<file path="src/rtl/input_conditioner.sv">
// Board-input receive path: polarity normalization, two-flop synchronizer, per-channel
// debounce with press/release strobes, and a single-entry event register for the core.
module input_conditioner #(
  parameter int           N       = 5,
  parameter int           DEB     = 20,
  parameter int           CNT_W   = 5,
  parameter logic [N-1:0] ACT_LOW = 5'b00111
) (
  input  logic         CLK1K,
  input  logic         RSTN,
  input  logic [N-1:0] RAW_IN,
  output logic [N-1:0] LEVEL,
  output logic [N-1:0] PRESS,
  output logic [N-1:0] RELEASE,
  output logic         EVT_VALID,
  output logic [2:0]   EVT_ID,
  output logic         EVT_EDGE,
  output logic         EVT_OVF,
  input  logic         EVT_ACK
);

  localparam logic [CNT_W-1:0] CNT_LAST = CNT_W'(DEB - 1);

  logic [N-1:0]     s1_p0;
  logic [N-1:0]     s2_p1;
  logic [CNT_W-1:0] cnt_p2 [N];

  logic [N-1:0] strobe;
  logic [2:0]   cand_id;
  logic         cand;
  logic         multi;
  logic         slot_free;
  logic         ack_ok;
  logic         drop;

  function automatic logic [2:0] lowest_idx(input logic [N-1:0] v);
    logic [2:0] idx;
    idx = '0;
    for (int i = N - 1; i >= 0; i--) begin
      if (v[i]) idx = 3'(i);
    end
    return idx;
  endfunction

  // Stage p0/p1: normalize to active-high and synchronize
  always_ff @(posedge CLK1K) begin
    if (!RSTN) begin
      s1_p0 <= '0;
      s2_p1 <= '0;
    end else begin
      s1_p0 <= RAW_IN ^ ACT_LOW;
      s2_p1 <= s1_p0;
    end
  end

  // Stage p2: debounce; a new level is accepted after DEB consecutive disagreeing samples
  always_ff @(posedge CLK1K) begin
    if (!RSTN) begin
      LEVEL   <= '0;
      PRESS   <= '0;
      RELEASE <= '0;
      for (int i = 0; i < N; i++) cnt_p2[i] <= '0;
    end else begin
      PRESS   <= '0;
      RELEASE <= '0;
      for (int i = 0; i < N; i++) begin
        if (s2_p1[i] == LEVEL[i]) begin
          cnt_p2[i] <= '0;
        end else if (cnt_p2[i] == CNT_LAST) begin
          LEVEL[i]   <= s2_p1[i];
          cnt_p2[i]  <= '0;
          PRESS[i]   <= s2_p1[i];
          RELEASE[i] <= !s2_p1[i];
        end else begin
          cnt_p2[i] <= cnt_p2[i] + CNT_W'(1);
        end
      end
    end
  end

  always_comb begin
    strobe    = PRESS | RELEASE;
    cand      = |strobe;
    cand_id   = lowest_idx(strobe);
    multi     = (strobe & (strobe - N'(1))) != '0;
    ack_ok    = EVT_ACK && EVT_VALID;
    slot_free = !EVT_VALID || EVT_ACK;
    drop      = cand && (!slot_free || multi);
  end

  // Stage p3: capture the lowest-index registered strobe into the event slot
  always_ff @(posedge CLK1K) begin
    if (!RSTN) begin
      EVT_VALID <= 1'b0;
      EVT_ID    <= '0;
      EVT_EDGE  <= 1'b0;
      EVT_OVF   <= 1'b0;
    end else begin
      if (cand && slot_free) begin
        EVT_VALID <= 1'b1;
        EVT_ID    <= cand_id;
        EVT_EDGE  <= PRESS[cand_id];
      end else if (ack_ok) begin
        EVT_VALID <= 1'b0;
      end
      if (drop) begin
        EVT_OVF <= 1'b1;
      end else if (ack_ok) begin
        EVT_OVF <= 1'b0;
      end
    end
  end

endmodule

</file>
<file path="config.mk">
export PLATFORM = sky130hd
export DESIGN_NAME = input_conditioner
export DESIGN_NICKNAME = d
export VERILOG_FILES = /design/src/rtl/input_conditioner.sv
export SDC_FILE = /design/constraint.sdc
export NUM_CORES = 1
export LEC_CHECK = 0
export BUFFER_PORTS_ARGS = -buffer_cell sky130_fd_sc_hd__clkbuf_2
export CAP_MARGIN = 20
export CORE_MARGIN = 5
export CORE_UTILIZATION = 50
export CTS_BUF_LIST = sky130_fd_sc_hd__clkbuf_8 sky130_fd_sc_hd__clkbuf_16
export DETAILED_ROUTE_END_ITERATION = 8
export HOLD_SLACK_MARGIN = 0.15
export PLACE_DENSITY = 0.7
export SETUP_SLACK_MARGIN = 0.2
export SLEW_MARGIN = 20
export SYNTH_ARGS = -nofsm -noshare
export SYNTH_HDL_FRONTEND = slang
export SYNTH_SLANG_ARGS = --single-unit
</file>
<file path="constraint.sdc">
create_clock -name CLK1K -period 2.6 [get_ports CLK1K]
set_clock_uncertainty 0.05 [all_clocks]
set_input_delay 0.52 -clock CLK1K [delete_from_list [all_inputs] [get_ports CLK1K]]
set_output_delay 0.52 -clock CLK1K [all_outputs]
set_load 0.01 [all_outputs]
</file>
# == After elaboration in Yosys (flattened, before gate mapping) ==
# Memories as Yosys holds them, arrays and structs flattened.
# Index checks and enable logic that the tools add are counted.
# word_totals
reg_bits,31
ramBits,25
inputBits,8
out_inout_bits,21
wordCells,175
n_memories,1
# classes
addsub,6
magnitude_cmp,1
eq_ne,10
n_mux,81
bitwise_logic,29
reduce_logical,26
# mem_list
memory,depth,width,rd,rd_clocked_by_memory_dff,wr,line_no,source
cnt_p2,5,5,5,0,5,26,logic [CNT_W-1:0] cnt_p2 [N];
# ops
cell,count
two-way mux 5 bit,15
two-way mux 1 bit,60
"adder 5 x 1 -> 5 bit, second input constant",5
"== test 5 bit, second input constant",5
two-way mux 3 bit,5
bitwise OR 1 bit,15
OR reduction 3 bit,5
inverter 1 bit,11
AND reduction 2 bit,5
zero test 1 bit,7
bitwise AND 5 bit,1
== test 1 bit,5
bitwise OR 5 bit,1
nonzero test 5 bit,1
OR reduction 5 bit,1
"subtractor 5 x 1 -> 5 bit, second input constant",1
"less-than comparator 3 x 4 -> 1 bit, second input constant",1
nonzero test 2 bit,2
binary-select mux 1 bit (select 3 bit),1
logical AND 1 bit,3
inverter 3 bit,1
logical OR 1 bit,2

# == Longest topological paths before layout ==
# depth
depth_word,8
ltp_mapped,4

# == Worst setup path after synthesis ==
# OpenSTA, ideal clock, no wires.
# synth_path
kind,register to register
start,memory cnt_p2[1][0]
end,"memory cnt_p2[1][2], data pin"
setup_ps,139
arrival_time_ps,1201
t_required_ps,2411
setup_slack_ps,1210
path_stages_with_launch,5
n_path_buf,0
path_cell_list,edfxtp_1 > ha_1 > and4bb_2 > nand3b_1 > nor2_1
# synth_lines
item,line_no
start: declaration,26

==> metrics.md <==
| Metric | Value |
|---|---|
| Total setup buffers inserted after CTS | `0` |
| Number of routed nets with antenna violations | `0` |
| Overall die area | `between 0.006 and 0.007 mm²` |
| RSZ-0062 raised after global routing | `no` |
| Top Ports | `29` |
| Register bit total from synthesis | `56` |
| Global-route wire length before repair | `about 6.6 mm` |
| Number of detailed-route iterations in the first pass | `4` |
| Post-placement setup slack | `between 0.9 and 1 ns` |
| Height of the die | `~80 µm` |
| Average instance area after synthesis | `approximately 11 µm²` |
| Post-layout total power | `about 1.6 mW` |
| Number of instances in the synthesized netlist | `212` |
| Most frequent cells in the layout | `nor2_1, dfxtp_1, clkbuf_2` |
| Clock buffer count from CTS | `5` |
| Worst path arrival time | `1.70 ns` |
| Dominant cell type by area after synthesis | `edfxtp_1` |
| WL per Instance | `approximately 12 µm` |
| Initial drt markers | `between 40 and 50` |
| Hold WC Path Type | `in2reg` |
| Critical path startpoint category | `flip-flop` |
| Category of cells accounting for the largest share of critical-path delay | `simple AND/OR/NAND/NOR gates` |
| Worst-skew pair later-pin latency | `approximately 0.31 ns` |
| Actual transition at the worst max-transition pin | `about 0.53 ns` |
| Synthesis-to-finish area growth | `17.4%` |
| Post-DP HPWL | `between 2 and 3 mm` |
| CTS tree | `done` |
| Post-route setup slack | `1.02 ns` |
| Number of antenna violations at the first check in global routing | `0` |
| Vias in the first global route | `about 1,500` |
| Initial Utilization | `50.9%` |
| Total routed wirelength | `3.87 mm` |
| Normalized max-slew margin | `64.6%` |
| Synth warn | `0` |
| Number of hold-repair buffers added at the cts stage | `0` |
| Fraction of the core area covered by cells at the end of the flow | `roughly 60%` |
| Worst Setup End Kind | `flip-flop` |
| Register area share after synthesis | `between 50% and 60%` |
| Root buffer cell | `clkbuf_8` |
| Data required, critical path | `about 2.7 ns` |
| Num Clock Sinks | `between 50 and 60` |
| Die Width | `78.9 µm` |
| Worst VDD drop | `0.434 mV` |
| Core Region | `between 0.004 and 0.005 mm²` |
| Cell area after synthesis | `between 0.002 and 0.0025 mm²` |
| Largest fanout on the critical path | `5` |
| Final RePlAce weighted congestion | `around 0.76` |
| Slew Limit Fails | `0` |
| Total DRC errors in the routed layout | `0` |
| Tot GR Track Use | `between 10% and 20%` |
| Top area cells in the synthesized netlist | `edfxtp_1, dfxtp_1, nor2_1` |
| Largest net degree at the start of global routing | `33` |
| Per-cell via count in the routed design | `between 4 and 5` |
| Total count of hold-check failures in the final report | `0` |
| Final Setup Violations | `0` |
| Kind of critical path | `reg2reg` |
| Worst path buffer plus inverter count | `0` |
| Outcome | `finished, final reports clean` |
| Overall via count from detail_route | `between 1,500 and 2,000` |
| Maximum level of the CTS H-tree | `2` |
| Max-cap viol count | `0` |
| Maximum buffer depth of the clock tree | `2` |
| Share of Yosys cell area claimed by the top area cell type | `about a third` |
| Commonest non-fill, non-tap cell in the layout | `nor2_1` |
| Sum Neg Setup Slack | `0 ns` |
| Final period demand of the worst path | `roughly 1.6 ns` |
| # rows | `25` |
| Highest-delay cell along the critical path | `edfxtp_1` |
| Register clock-pin slew on the reported worst setup and hold paths | `0.10 ns` |
| Cell breakdown of the critical path | `ha_1, and4bb_2, nand3b_1, nor2_1` |
| Layout net count | `281` |
| Post-cts resize count | `0` |
| Fraction of final layout cells with drive strength greater than 1 | `about 16%` |
| Pwr Density | `a little under 600 mW/mm²` |
| Count of inserted antenna diode cells | `0` |
| Final worst path period share | `roughly three fifths` |
| Number of distinct library cells after synthesis | `32` |
| Number of input and output port buffers inserted | `28` |
| Total global routing overflow | `0` |
| Highest attainable clock frequency | `633 MHz` |
| Biggest cell delay along the critical path | `roughly 0.45 ns` |
| Leakage dissipation | `about 1.1 nW` |
-- report_power, final --
part | switching [mW] | internal [mW] | leakage, nW
Combinational | 0.0337 | 0.0270 | 0.564
Clock | 0.263 | 0.340 | 0.0645
Sequential | 0.0188 | 0.943 | 0.510
Total | 0.315 | 1.31 | 1.14
-- worst paths after layout --
check	from	to	slack, ns	depth (start not counted)
setup / recovery	cnt_p2[4][0]	cnt_p2[4][2]	1.02	4
hold / removal	RAW_IN[2]	s1_p0[2]	0.31	2
setup reg to reg	cnt_p2[4][0]	cnt_p2[4][2]	1.02	4
hold reg to reg	s1_p0[1]	s2_p1[1]	0.39	1
-- kinds of logic after synthesis --
logic type,after synthesis,synth area share [%]
AOI/OAI and AO/OA,17,4.75
xor gates and xnor gates,20,7.38
adders and majority gates,6,3.06
buffers and inverters,11,1.79
DFF,56,57.8
muxes,5,2.11
other,1,0.158
and+or+nand+nor,96,22.9
-- cells in the mapped netlist --
cell type and instances:
nand3_1 15, o311ai_0 1, o22ai_1 2, nor3b_1 10, maj3_1 1, nor2_1 36
a21boi_0 1, o21ai_0 1, o21ai_1 3, conb_1 1, buf_2 1, mux2i_1 5
ha_1 5, and2_1 8, clkbuf_1 2, a31oi_1 2, and4bb_2 3, nand2b_1 2
nand4_1 3, nor4_4 2, inv_1 8, edfxtp_1 25, o21a_1 1, nand2_1 5
nor2b_1 9, a41oi_2 1, o31ai_1 1, dfxtp_1 31, a21oi_1 4, xor2_1 15
xnor2_1 5, nand3b_1 3
-- sequential cells by signal (all words and copies together), names as in the netlist --
register,flops
RELEASE,5
PRESS,5
s1_p0,5
LEVEL,5
EVT_OVF,1
EVT_ID,3
EVT_VALID,1
cnt_p2,25
EVT_EDGE,1
s2_p1,5
-- layout make-up --
class,instances,area [µm²]
Tap cell,54,67.6
Clock buffer,7,96.3
Multi-Input combinational cell,169,1050
Fill cell,417,1880
Timing Repair Buffer,28,140
Clock inverter,1,30.0
Inverter,8,30.0
Sequential cell,56,1370
-- routing by layer --
layer  vias to the layer above  global-route usage (%)  wire length [µm]
met5                         -                       0                 0
met2                        25                    22.4              1840
met4                         0                    5.15                40
met3                         4                    4.42               187
li1                        825                       -                 -
met1                       711                    16.5              1800
-- metrics by stage --
step	instance area (µm²)	cells	hold slack, ns
2_1_floorplan	2460	236	0.362
3_3_place_gp	2660	315	0.364
3_5_place_dp	2660	315	0.368
4_1_cts	2780	323	0.299
5_1_grt	2780	323	0.306
6_report	2780	323	0.311
(Power assumes the default switching activity.)
